===== src/rtl/song_player.sv =====
// song_player: steps a song ROM one slot per tick, converts each note number
// into a half-period and drives a square-wave tone output.
module song_player #(
  parameter int unsigned TICK_DIV = 12_500_000,
  parameter int unsigned SONG_LEN = 365,
  parameter int unsigned ADDR_W   = 10
) (
  input  logic              clk,
  input  logic              rst_n,
  input  logic              play,
  input  logic              restart,
  output logic [ADDR_W-1:0] rom_addr,
  input  logic [9:0]        rom_note,
  output logic [9:0]        cur_note,
  output logic              note_valid,
  output logic              tone,
  output logic              done
);

  localparam int unsigned NOTE_W = 10;
  localparam int unsigned HALF_W = 21;
  localparam int unsigned REM_W  = 7;
  localparam int unsigned OCT_W  = 3;
  localparam int unsigned CNT_W  = (TICK_DIV > 1) ? $clog2(TICK_DIV) : 1;

  localparam logic [CNT_W-1:0]  TICK_LAST = CNT_W'(TICK_DIV - 1);
  localparam logic [ADDR_W-1:0] ADDR_LAST = ADDR_W'(SONG_LEN - 1);
  localparam logic [NOTE_W-1:0] NOTE_MAX  = NOTE_W'(88);
  localparam logic [REM_W-1:0]  SEMIS     = REM_W'(12);

  typedef enum logic [2:0] {
    S_IDLE,
    S_FETCH,
    S_WAIT,
    S_CONV,
    S_SOUND
  } state_t;

  state_t state_q, state_d;

  logic [CNT_W-1:0]  slot_cnt;
  logic [REM_W-1:0]  rem;
  logic [OCT_W-1:0]  oct;
  logic [NOTE_W-1:0] note_lat;
  logic [HALF_W-1:0] half;
  logic [HALF_W-1:0] tone_cnt;

  logic run_c, tick_c, gen_on_c;
  logic start_c, latch_c, step_c, load_c, adv_c, fin_c;

  // Half-period of the lowest octave (A0..G#1) in clk cycles at 100 MHz.
  function automatic logic [HALF_W-1:0] base_half(input logic [3:0] semi);
    case (semi)
      4'd0:    base_half = HALF_W'(1818182);
      4'd1:    base_half = HALF_W'(1716135);
      4'd2:    base_half = HALF_W'(1619816);
      4'd3:    base_half = HALF_W'(1528903);
      4'd4:    base_half = HALF_W'(1443092);
      4'd5:    base_half = HALF_W'(1362097);
      4'd6:    base_half = HALF_W'(1285649);
      4'd7:    base_half = HALF_W'(1213491);
      4'd8:    base_half = HALF_W'(1145383);
      4'd9:    base_half = HALF_W'(1081097);
      4'd10:   base_half = HALF_W'(1020420);
      4'd11:   base_half = HALF_W'(963148);
      default: base_half = '0;
    endcase
  endfunction

  assign run_c    = play && !done;
  assign tick_c   = run_c && (slot_cnt == TICK_LAST);
  assign gen_on_c = (state_q != S_IDLE) && play && (half != '0);

  // State register.
  always_ff @(posedge clk or negedge rst_n) begin
    if (!rst_n) state_q <= S_IDLE;
    else        state_q <= state_d;
  end

  // Next-state logic and datapath strobes; restart overrides everything.
  always_comb begin
    state_d = state_q;
    start_c = 1'b0;
    latch_c = 1'b0;
    step_c  = 1'b0;
    load_c  = 1'b0;
    adv_c   = 1'b0;
    fin_c   = 1'b0;
    if (restart) begin
      state_d = play ? S_FETCH : S_IDLE;
    end else begin
      case (state_q)
        S_IDLE: begin
          if (play && !done) begin
            state_d = S_FETCH;
            start_c = 1'b1;
          end
        end
        S_FETCH: begin
          if (play) state_d = S_WAIT;
        end
        S_WAIT: begin
          if (play) begin
            state_d = S_CONV;
            latch_c = 1'b1;
          end
        end
        S_CONV: begin
          if (play) begin
            if (rem >= SEMIS) begin
              step_c = 1'b1;
            end else begin
              load_c  = 1'b1;
              state_d = S_SOUND;
            end
          end
        end
        S_SOUND: begin
          if (tick_c) begin
            if (rom_addr == ADDR_LAST) begin
              fin_c   = 1'b1;
              state_d = S_IDLE;
            end else begin
              adv_c   = 1'b1;
              state_d = S_FETCH;
            end
          end
        end
        default: state_d = S_IDLE;
      endcase
    end
  end

  // Slot timer: free-runs while playing, rewinds on start or restart.
  always_ff @(posedge clk or negedge rst_n) begin
    if (!rst_n) begin
      slot_cnt <= '0;
    end else if (restart || start_c) begin
      slot_cnt <= '0;
    end else if (run_c) begin
      slot_cnt <= tick_c ? '0 : slot_cnt + CNT_W'(1);
    end
  end

  // Song position and end-of-song flag.
  always_ff @(posedge clk or negedge rst_n) begin
    if (!rst_n) begin
      rom_addr <= '0;
      done     <= 1'b0;
    end else if (restart) begin
      rom_addr <= '0;
      done     <= 1'b0;
    end else if (fin_c) begin
      rom_addr <= '0;
      done     <= 1'b1;
    end else if (adv_c) begin
      rom_addr <= rom_addr + ADDR_W'(1);
    end
  end

  // Note decomposition: rests skip the divide, others subtract 12 per cycle.
  always_ff @(posedge clk or negedge rst_n) begin
    if (!rst_n) begin
      rem      <= '0;
      oct      <= '0;
      note_lat <= '0;
    end else if (latch_c) begin
      oct <= '0;
      if ((rom_note == '0) || (rom_note > NOTE_MAX)) begin
        rem      <= '0;
        note_lat <= '0;
      end else begin
        rem      <= REM_W'(rom_note - NOTE_W'(1));
        note_lat <= rom_note;
      end
    end else if (step_c) begin
      rem <= rem - SEMIS;
      oct <= oct + OCT_W'(1);
    end
  end

  // Publish the converted note and its half-period.
  always_ff @(posedge clk or negedge rst_n) begin
    if (!rst_n) begin
      cur_note   <= '0;
      half       <= '0;
      note_valid <= 1'b0;
    end else if (restart) begin
      cur_note   <= '0;
      half       <= '0;
      note_valid <= 1'b0;
    end else begin
      note_valid <= load_c;
      if (load_c) begin
        cur_note <= note_lat;
        half     <= (note_lat == '0) ? '0 : (base_half(rem[3:0]) >> oct);
      end
    end
  end

  // Square-wave generator; a repeated note keeps its phase across slots.
  always_ff @(posedge clk or negedge rst_n) begin
    if (!rst_n) begin
      tone_cnt <= '0;
      tone     <= 1'b0;
    end else if (restart || fin_c || !gen_on_c ||
                 (load_c && (note_lat != cur_note))) begin
      tone_cnt <= '0;
      tone     <= 1'b0;
    end else if (tone_cnt == half - HALF_W'(1)) begin
      tone_cnt <= '0;
      tone     <= ~tone;
    end else begin
      tone_cnt <= tone_cnt + HALF_W'(1);
    end
  end

endmodule

===== config.mk =====
export PLATFORM = sky130hd
export DESIGN_NAME = song_player
export DESIGN_NICKNAME = d
export VERILOG_FILES = /design/src/rtl/song_player.sv
export SDC_FILE = /design/constraint.sdc
export NUM_CORES = 1
export LEC_CHECK = 0
export ABC_AREA = 0
export BUFFER_PORTS_ARGS = -buffer_cell sky130_fd_sc_hd__buf_2
export CELL_PAD_IN_SITES_DETAIL_PLACEMENT = 0
export CELL_PAD_IN_SITES_GLOBAL_PLACEMENT = 1
export CORE_AREA = 10 10 141 143
export DETAILED_ROUTE_END_ITERATION = 16
export DIE_AREA = 0 0 151 153
export PLACE_DENSITY_LB_ADDON = 0.1
export SYNTH_ARGS = -nofsm -noshare
export SYNTH_HDL_FRONTEND = slang
export SYNTH_SLANG_ARGS = --single-unit

===== constraint.sdc =====
create_clock -name clk -period 3 [get_ports clk]
set_clock_uncertainty 0.2 [all_clocks]
set_input_delay 0.15 -clock clk [delete_from_list [all_inputs] [get_ports clk]]
set_output_delay 0.15 -clock clk [all_outputs]
set_load 0.005 [all_outputs]

==> impl_metrics.json, run 1 <==
{
  "syn_avg_cell_area_um2": 8.69,
  "clk_pin_slew_ns": 0.08,
  "p_per_area_nw_per_um2": 486,
  "synth-seq-area-share_pct": 38.8,
  "seqCellArea_um2": 2800,
  "ant_nets": 0,
  "finalCritPeriodShare_pct": 101,
  "ioPinCount": 37,
  "grt_first_pass_wirelength_um": 30800,
  "ys_ff_latch": 112,
  "cts_root_buf": "clkbuf_16",
  "violations": "setup timing",
  "dp_hpwl_um": 13500,
  "fin_util_pct": 49.0,
  "totalWireLength_um": 17900,
  "synth.top_cell.area_share_pct": 38.8,
  "nNetsFinal": 926,
  "hold_viol": 0,
  "start_util_pct": 42.3,
  "port_buffers": 36,
  "worstSetupPathType": "reg -> reg",
  "grt_max_degree": 44,
  "cp.required_ns": 3.08,
  "clock_path_buffers": 2,
  "clock_latency_ns": 0.35,
  "ir_drop_mv": 0.293,
  "maxCapViolations": 0,
  "synthArstFlopShare_pct": 100,
  "cp-start-kind": "flop",
  "synthesis.nets": 862,
  "min_period_ns": 3.03,
  "fmax_ghz": 0.330,
  "antenna_found_initial": 0,
  "holdWs_ns": 0.0455,
  "grt_pass1_vias": 6121,
  "worst_slack_ns": -0.0285,
  "drt-vias-per-instance": 5.50,
  "synth_area_um2": 7220,
  "synth.largest_area_cell": "dfrtp_1",
  "vias": 6193,
  "die_h_um": 153,
  "syn_to_final_growth_pct": 15.8,
  "relSlewSlack_pct": 32.3,
  "die_x_um": 151,
  "tightestPinTransition_ns": 1.02,
  "hold_path_class": "in -> reg",
  "yosysMostFrequentCell": "dfrtp_1",
  "ys_warn_count": 0,
  "crit_path_max_fanout": 21,
  "gp_congestion": 0.823,
  "synth_commonest_cells": "dfrtp_1, o21ai_0, nand2_1",
  "drc": 0,
  "core_area_um2": 17100,
  "reg2reg_slack_ns": -0.03,
  "cts_max_level": 3,
  "diodes": 0,
  "ys_types": 67,
  "rsz0062_at_grt": "yes",
  "cts_tree": "done",
  "synth_ff_type": "dfrtp_1",
  "synthTopCellsByArea": "dfrtp_1, o21ai_0, xnor2_1",
  "die_area_um2": 23100,
  "fill_cells": 1655,
  "clock-sinks": 112,
  "synth_cells": 831,
  "first_iter_violations": 476,
  "leakage_uw": 0.00362,
  "drt-wirelength-per-cell_um": 15.9,
  "worst_setup_path_end_kind": "flop",
  "multi_input_area_um2": 4210,
  "outcome": "finished, violations left",
  "rows": 48,
  "critPathArrivalTime_ns": 3.11,
  "drive_gt1_share_pct": 14.8,
  "slew_violations": 0,
  "synth_edf_count": 0,
  "cts_inserted_buffers": 9,
  "setup_viol": 14,
  "drtPass1Iterations": 5,
  "grt_overflow": 0,
  "setup_tns_ns": -0.192,
  "grt_use_total_pct": 15.8
}
-- report_power, final --
part	internal (µW)	switching, µW
Sequential	1560	68.3
Combinational	518	741
Clock	581	593
Total	2660	1400
-- critical path, stage by stage, from the launching register on --
cell       delay (ns)
dfrtp_1          0.38
or4_1            0.59
buf_4            0.18
nor4_1           0.39
buf_4            0.21
mux2i_1          0.19
a31oi_1          0.10
o2111ai_1        0.37
o21ai_4          0.09
buf_12           0.16
nor2_1           0.12
-- placed cells by master (no fill, tap or decap), types with 10 or more instances in the layout --
master and instances:
a22o_1 12, and2_1 10, inv_1 19, o21ai_0 93
dlygate4sd3_1 11, nor2_1 80, nor4_1 10, xor2_1 39
ha_1 16, nand2_1 89, o31ai_1 13, nor2b_1 11
buf_4 50, dfrtp_1 112, a21oi_1 30, mux2i_1 32
nand3_1 24, and3_1 14, nor3_1 13, buf_2 35
xnor2_1 40, nand4_1 18
-- state kept, by name, summed over array words and instances, names as in the netlist --
name and flops:
slot_cnt 24, half 21, tone_cnt 21, cur_note 10
note_lat 10, rom_addr 10, rem 7, oct 3
state_q 3, done 1, note_valid 1, tone 1
-- layout make-up --
| class | instances | share of cell area (%) |
|---|---|---|
| multi-input cells | 654 | 50.4 |
| flip-flops and latches | 112 | 33.5 |
| clock inverters | 7 | 0.733 |
| well taps | 225 | 3.37 |
| repair buffers | 98 | 8.38 |
| inverters | 20 | 0.898 |
| clock buffers | 9 | 2.69 |
-- path summary, 6_finish.rpt --
kind,from,cells after the start,endpoint
min reg2reg,slot_cnt[4]$_DFFE_PN0P_,1,slot_cnt[4]$_DFFE_PN0P_
max,half[8]$_DFFE_PN0P_,10,tone_cnt[5]$_DFF_PN0_
max reg2reg,half[8]$_DFFE_PN0P_,10,tone_cnt[5]$_DFF_PN0_
max in group asynchronous,rst_n,3,half[9]$_DFFE_PN0P_
min,rom_note[9],5,rem[2]$_DFFE_PN0P_
min in group asynchronous,rst_n,2,tone_cnt[2]$_DFF_PN0_
-- stage by stage --
step                area, µm²  power, µW  instances  setup WS (ns)
finish                   8360       4060       1125        -0.0285
global route             8360       4330       1125         -0.163
CTS                      8340       4110       1125        -0.0187
global placement         7930       2890       1097        -0.0351
detailed placement       7930       2900       1097        -0.0855
floorplan                7230       2530        831        -0.0817
-- per-layer routing --
layer / up-vias / share of wire [%] / GRT usage (%)
li1: 3080 / - / -
met1: 3002 / 50 / 22.3
met2: 97 / 46 / 24.2
met3: 14 / 3.3 / 3.31
met4: 0 / 1.1 / 3.62
met5: - / 0 / 0
-- kinds of logic after synthesis --
kind of cell             Yosys count  share of synthesized area, %
AO/OA/AOI/OAI                    190                          15.9
XOR/XNOR                          79                          9.58
adder cells (fa/ha/maj)           17                          2.95
buffers and inverters             65                          3.47
flip-flops                       112                          38.8
multiplexers                      41                          6.00
AND/OR/NAND/NOR                  327                          23.3
-- what timing repair did --
action                                 CTS  global route
hold buffers                            11             0
setup endpoints to repair               22            23
gates resized for setup                  1             4
cloned                                   0             0
endpoints found under the hold margin   53             0
setup buffers                            1             0
Note: power is estimated with default switching activity, not from simulation.
==> run 2: changes to the inputs <==
==> constraint.sdc (replaced) <==
create_clock -name clk -period 2.54 [get_ports clk]
set_clock_uncertainty 0.2 [all_clocks]
set_input_delay 0.127 -clock clk [delete_from_list [all_inputs] [get_ports clk]]
set_output_delay 0.127 -clock clk [all_outputs]
set_load 0.005 [all_outputs]
==> run 2 against run 1 <==
The flow still finishes with violations (setup timing). Combinational power up 29%. Die area is the same. Worst setup slack got worse by 0.49 ns. Highest routed layer unchanged. Via count is 2.4% higher. Sequential power up 18%.
==> impl_metrics.json, run 2 (synthesis gave the netlist of run 1 again) <==
{
  "outcome": "finished, violations left",
  "violations": "setup timing",
  "fmax_ghz": 0.327,
  "nNetsFinal": 979,
  "die_area_um2": 23100,
  "clock_power_share_pct": 28.3,
  "final_area_um2": 8890,
  "clock_latency_ns": 0.36,
  "port_buffers": 36,
  "drive_gt1_share_pct": 20.5,
  "seqPwrFrac_pct": 39.1,
  "vias": 6339,
  "grt_pass1_vias": 6380,
  "clock_path_buffers": 2,
  "worstSetupPathType": "reg -> reg",
  "finalCritPeriodShare_pct": 121,
  "slowest_delay_ns": 0.56,
  "syn_to_final_growth_pct": 23.1,
  "start_util_pct": 42.3,
  "critPathArrivalTime_ns": 3.14,
  "clk_pin_slew_ns": 0.07,
  "grt_overflow": 0,
  "r2r_cells": 7,
  "rsz0062_at_grt": "yes",
  "critPathSlowestCell": "or4_4",
  "ant_nets": 0,
  "crit_path_max_fanout": 3,
  "antenna_found_initial": 0,
  "p_int_uw": 3250,
  "diodes": 0,
  "grt_max_degree": 61,
  "hold_viol": 0,
  "drt-vias-per-instance": 5.38,
  "layout.cells.most_common_list": "dfrtp_1, buf_4, nand2_1, o21ai_0, nor2_1",
  "r2r-start": "half[8]$_DFFE_PN0P_",
  "worst_slack_ns": -0.523,
  "setup_viol": 22,
  "cp_cell_sequence": "or4_4 -> a211oi_2 -> a31oi_1 -> or4_4 -> or4_4 -> or3_1 -> a21boi_1",
  "gp_congestion": 0.860,
  "r2r_end": "tone$_DFFE_PN0P_",
  "clock-sinks": 112,
  "hold_path_class": "in -> async",
  "grt_use_total_pct": 16.5,
  "multi_input_area_um2": 4280,
  "swShare_pct": 34.4,
  "power_frac_comb_pct": 32.6,
  "drt-wirelength-per-cell_um": 15.7,
  "grt_first_pass_wirelength_um": 31900,
  "ir_drop_mv": 0.351,
  "worst_setup_path_end_kind": "flop",
  "power.switching_uw": 1700,
  "first_iter_violations": 372,
  "reg2reg_slack_ns": -0.52,
  "dp_hpwl_um": 14100,
  "dpl_cell_area_um2": 8310,
  "cp_common_cell": "or4_4",
  "die_h_um": 153,
  "die_x_um": 151,
  "fill_cells": 1635,
  "min_period_ns": 3.06,
  "cts_tree": "done",
  "slew_violations": 0,
  "largest_reg_flops": 24,
  "rows": 48,
  "cp-start-kind": "flop",
  "cp.required_ns": 2.62,
  "leakage_uw": 0.00391,
  "final_common_cell": "dfrtp_1",
  "tightestPinTransition_ns": 0.777,
  "top_register": "slot_cnt",
  "seqCellArea_um2": 2800,
  "drtPass1Iterations": 5,
  "ioPinCount": 37,
  "maxCapViolations": 0,
  "cts_root_buf": "clkbuf_16",
  "cts_max_level": 3,
  "core_area_um2": 17100,
  "relSlewSlack_pct": 48.2,
  "p_per_area_nw_per_um2": 557,
  "reg_top3": "slot_cnt: 24 flops, half: 21 flops, tone_cnt: 21 flops",
  "drc": 0,
  "cts_inserted_buffers": 9,
  "holdWs_ns": 0.113,
  "totalWireLength_um": 18500
}
## run 2: cell types whose count changed in the layout (fill, tap and decap cells not counted), moves of 2 or more
cell,change
nor4_2,+2
buf_4,+43
nor2_1,-3
dlygate4sd3_1,+5
clkinv_4,-2
o21ai_1,+3
nor2_2,+3
o21ai_0,-4
buf_12,+4
nor4_1,-2
## run 2: layout make-up
cell class                 count  area share (%)
clock buffer                   9            2.53
timing repair buffer         151            13.1
tap                          225            3.17
multi-input combinational    654            48.1
clock inverter                 7           0.676
sequential                   112            31.5
inverter                      20           0.845
## run 2: per-stage QoR
| step | total power [µW] | cells | utilization [%] | setup TNS (ns) | worst slack [ns] |
|---|---|---|---|---|---|
| after detailed placement | 3520 | 1141 | 48.7 | -11.97 | -0.555 |
| after global routing | 5270 | 1178 | 52.1 | -13.22 | -0.621 |
| after global placement | 3500 | 1141 | 48.7 | -10.79 | -0.497 |
| final | 4950 | 1178 | 52.1 | -11.03 | -0.523 |
| after floorplan | 2990 | 831 | - | -11.30 | -0.542 |
| after CTS | 4970 | 1174 | 51.5 | -10.98 | -0.511 |
## run 2: how the worst max path moves through the flow
| stage | startpoint | to | slack [ns] |
|---|---|---|---|
| after floorplan | half[0]$_DFFE_PN0P_ | tone$_DFFE_PN0P_ | -0.54 |
| after global placement | half[3]$_DFFE_PN0P_ | tone$_DFFE_PN0P_ | -0.50 |
| after detailed placement | half[3]$_DFFE_PN0P_ | tone_cnt[20]$_DFF_PN0_ | -0.55 |
| after CTS | half[8]$_DFFE_PN0P_ | tone$_DFFE_PN0P_ | -0.51 |
| after global routing | half[3]$_DFFE_PN0P_ | tone_cnt[9]$_DFF_PN0_ | -0.62 |
| final | half[8]$_DFFE_PN0P_ | tone$_DFFE_PN0P_ | -0.52 |
## run 2: what timing repair did
action                     in CTS  in global routing
pin swaps                       1                  1
setup endpoints to repair      26                 59
hold buffers                   16                  0
setup buffers                   1                  4
hold endpoints to repair      127                  0
resized for setup               3                 23
## run 2: power by group through the flow
| stage | clock network, µW | registers [µW] | logic, µW |
|---|---|---|---|
| 2_1_floorplan | 0 | 1930 | 1060 |
| 3_3_place_gp | 0 | 1960 | 1540 |
| 3_5_place_dp | 0 | 1970 | 1560 |
| 4_1_cts | 1450 | 1930 | 1600 |
| 5_1_grt | 1510 | 1950 | 1810 |
| 6_report | 1400 | 1930 | 1620 |
## run 2: routing by layer
| metal | GRT usage, % | vias up | part of all wire (%) |
|---|---|---|---|
| met4 | 3.48 | 0 | 1.0 |
| met1 | 22.6 | 3052 | 48 |
| met3 | 3.87 | 11 | 4.2 |
| met2 | 26.0 | 99 | 47 |
| met5 | 0 | - | 0 |
| li1 | - | 3177 | - |
## run 2: worst max-delay path: cells and delay by family (launching register included)
kind            cells  cell delay (ns)
simple gates        4             1.98
flops               1             0.38
compound gates      3             0.42
==> run 3: changes to the inputs <==
--- a/config.mk
+++ b/config.mk
@@ -13,6 +13,8 @@
 export DETAILED_ROUTE_END_ITERATION = 16
 export DIE_AREA = 0 0 151 153
 export PLACE_DENSITY_LB_ADDON = 0.1
+export SKIP_CTS_REPAIR_TIMING = 1
+export SLEW_MARGIN = 20
 export SYNTH_ARGS = -nofsm -noshare
 export SYNTH_HDL_FRONTEND = slang
 export SYNTH_SLANG_ARGS = --single-unit
==> run 3 against run 2 <==
The run ends with hold timing, setup timing left. Power shrank 0.26%. Sequential cell count is the same. Clock-buffer cell count is the same. Global-route usage shrank 0.28 points. Register-to-register slack is essentially flat. Sequential share of layout area grew 0.23 points. Combinational power is essentially flat. Cell area shrank 0.69%. Clock power is essentially flat. Worst setup slack is essentially flat. Critical endpoint unchanged. Largest cell class unchanged. Largest power group unchanged.
==> impl_metrics.json, run 3 (synthesis gave the netlist of run 1 again) <==
{
  "drc": 0,
  "min_period_ns": 3.06,
  "fmax_ghz": 0.327,
  "ioPinCount": 37,
  "syn_to_final_growth_pct": 22.3,
  "ir_drop_mv": 0.351,
  "cp-start-kind": "flop",
  "crit_buf_inv": 0,
  "p_per_area_nw_per_um2": 559,
  "critPathLaunch": "half[8]$_DFFE_PN0P_",
  "grt_max_degree": 61,
  "rows": 48,
  "clock_path_buffers": 2,
  "die_area_um2": 23100,
  "start_util_pct": 42.3,
  "cts_tree": "done",
  "worst_setup_path_end_kind": "flop",
  "maxCapViolations": 0,
  "diodes": 0,
  "dp_hpwl_um": 14100,
  "seqPwrFrac_pct": 39.2,
  "hold_path_class": "in -> reg",
  "relSlewSlack_pct": 47.8,
  "met3_usage_pct": 3.66,
  "swShare_pct": 34.3,
  "violations": "hold timing, setup timing",
  "fin_util_pct": 51.7,
  "clock_latency_ns": 0.36,
  "crit_family": "simple AND/OR/NAND/NOR gates",
  "reg_top3": "slot_cnt: 24 flops, half: 21 flops, tone_cnt: 21 flops",
  "die_x_um": 151,
  "r2r-start": "half[8]$_DFFE_PN0P_",
  "cp.required_ns": 2.62,
  "nNetsFinal": 973,
  "drive_gt1_share_pct": 20.4,
  "met2_usage_pct": 25.2,
  "cp.depth": 7,
  "setup_tns_ns": -11.01,
  "vias": 6275,
  "min_from": "play",
  "cts_root_buf": "clkbuf_16",
  "grt_use_total_pct": 16.3,
  "finalCritPeriodShare_pct": 121,
  "slowest_delay_ns": 0.56,
  "leakage_uw": 0.00389,
  "rsz0062_at_grt": "yes",
  "core_area_um2": 17100,
  "antenna_found_initial": 0,
  "drtPass1Iterations": 4,
  "r2r_end": "tone$_DFFE_PN0P_",
  "holdWs_ns": -0.0182,
  "drt-vias-per-instance": 5.35,
  "totalWireLength_um": 18400,
  "min_to": "state_q[0]$_DFFE_PN0P_",
  "crit_path_max_fanout": 3,
  "cp_cell_sequence": "or4_4 -> a211oi_2 -> a31oi_1 -> or4_4 -> or4_4 -> or3_1 -> a21boi_1",
  "die_h_um": 153,
  "ant_nets": 0,
  "gp_congestion": 0.860,
  "port_buffers": 36,
  "place_ws_ns": -0.555,
  "power_frac_comb_pct": 32.5,
  "grt_first_pass_wirelength_um": 31400,
  "setup_viol": 22,
  "critPathArrivalTime_ns": 3.14,
  "grt-busiest-layer": "met2",
  "largest_reg_flops": 24,
  "grt_overflow": 0,
  "clock-sinks": 112,
  "cp_common_cell": "or4_4",
  "cts_max_level": 3,
  "cts_inserted_buffers": 9,
  "grtUsageMet1_pct": 22.6,
  "reg2reg_slack_ns": -0.52,
  "fin_cells": 1172,
  "first_iter_violations": 386,
  "drt-wirelength-per-cell_um": 15.7,
  "final_common_cell": "dfrtp_1",
  "grt_pass1_vias": 6299,
  "worstSetupPathType": "reg -> reg",
  "hold_viol": 2,
  "top_register": "slot_cnt",
  "slew_violations": 0,
  "worst_slack_ns": -0.523,
  "dpl.cell_count": 1141,
  "layout.cells.most_common_list": "dfrtp_1, buf_4, o21ai_0",
  "p_int_uw": 3240,
  "whs_path_depth": 3,
  "power.switching_uw": 1690,
  "clock_power_share_pct": 28.3,
  "power_uw": 4940,
  "outcome": "finished, violations left",
  "r2r_cells": 7,
  "clk_pin_slew_ns": 0.08,
  "critPathSlowestCell": "or4_4",
  "tightestPinTransition_ns": 0.783
}
## run 3: cell count changes in the layout (fill, tap and decap cells not counted)
cell           change
dlygate4sd3_1      -5
buf_4              -1
dfrtp_1            -1
dfrtp_2            +1
nor2_2             -1
nor2_4             +1
o2111ai_1          +1
o2111ai_2          -1
o21ai_0            +1
o21ai_2            -1
## run 3: power by group through the flow
stage                     clock [µW]  combinational [µW]  sequential (µW)
after floorplan                    0                1060             1930
after global placement             0                1540             1960
after CTS                       1450                1570             1930
after global routing            1510                1790             1950
final                           1400                1600             1940
after detailed placement           0                1560             1970
## run 3: worst max path at each step
stage	slack [ns]	to
6_report	-0.52	tone$_DFFE_PN0P_
4_1_cts	-0.59	tone$_DFFE_PN0P_
3_3_place_gp	-0.50	tone$_DFFE_PN0P_
3_5_place_dp	-0.55	tone_cnt[20]$_DFF_PN0_
5_1_grt	-0.61	tone$_DFFE_PN0P_
2_1_floorplan	-0.54	tone$_DFFE_PN0P_
## run 3: area by class of cell
type / instances / area [µm²]
Multi-Input combinational cell: 654 / 4270
Timing Repair Buffer: 145 / 1110
Sequential cell: 112 / 2800
Tap cell: 225 / 282
Fill cell: 1629 / 8230
Clock inverter: 7 / 60.1
Clock buffer: 9 / 225
Inverter: 20 / 75.1
## run 3: routing by layer
metal / routed length [µm] / share of wire [%] / vias up
met2: 8460 / 46 / 81
met5: 0 / 0 / -
met4: 185 / 1.0 / 0
li1: - / - / 3169
met3: 657 / 3.6 / 11
met1: 9100 / 49 / 3014
## run 3: worst min-delay path, cell delays in order
cell and delay, ns:
buf_2 0.15, a221oi_1 0.10, a21oi_1 0.12
## run 3: metrics by stage
stage / hold slack, ns / area, µm²
2_1_floorplan: -0.369 / 7230
3_3_place_gp: -0.226 / 8310
3_5_place_dp: -0.227 / 8310
4_1_cts: -0.609 / 8600
5_1_grt: 0.00565 / 8830
6_report: -0.0182 / 8830
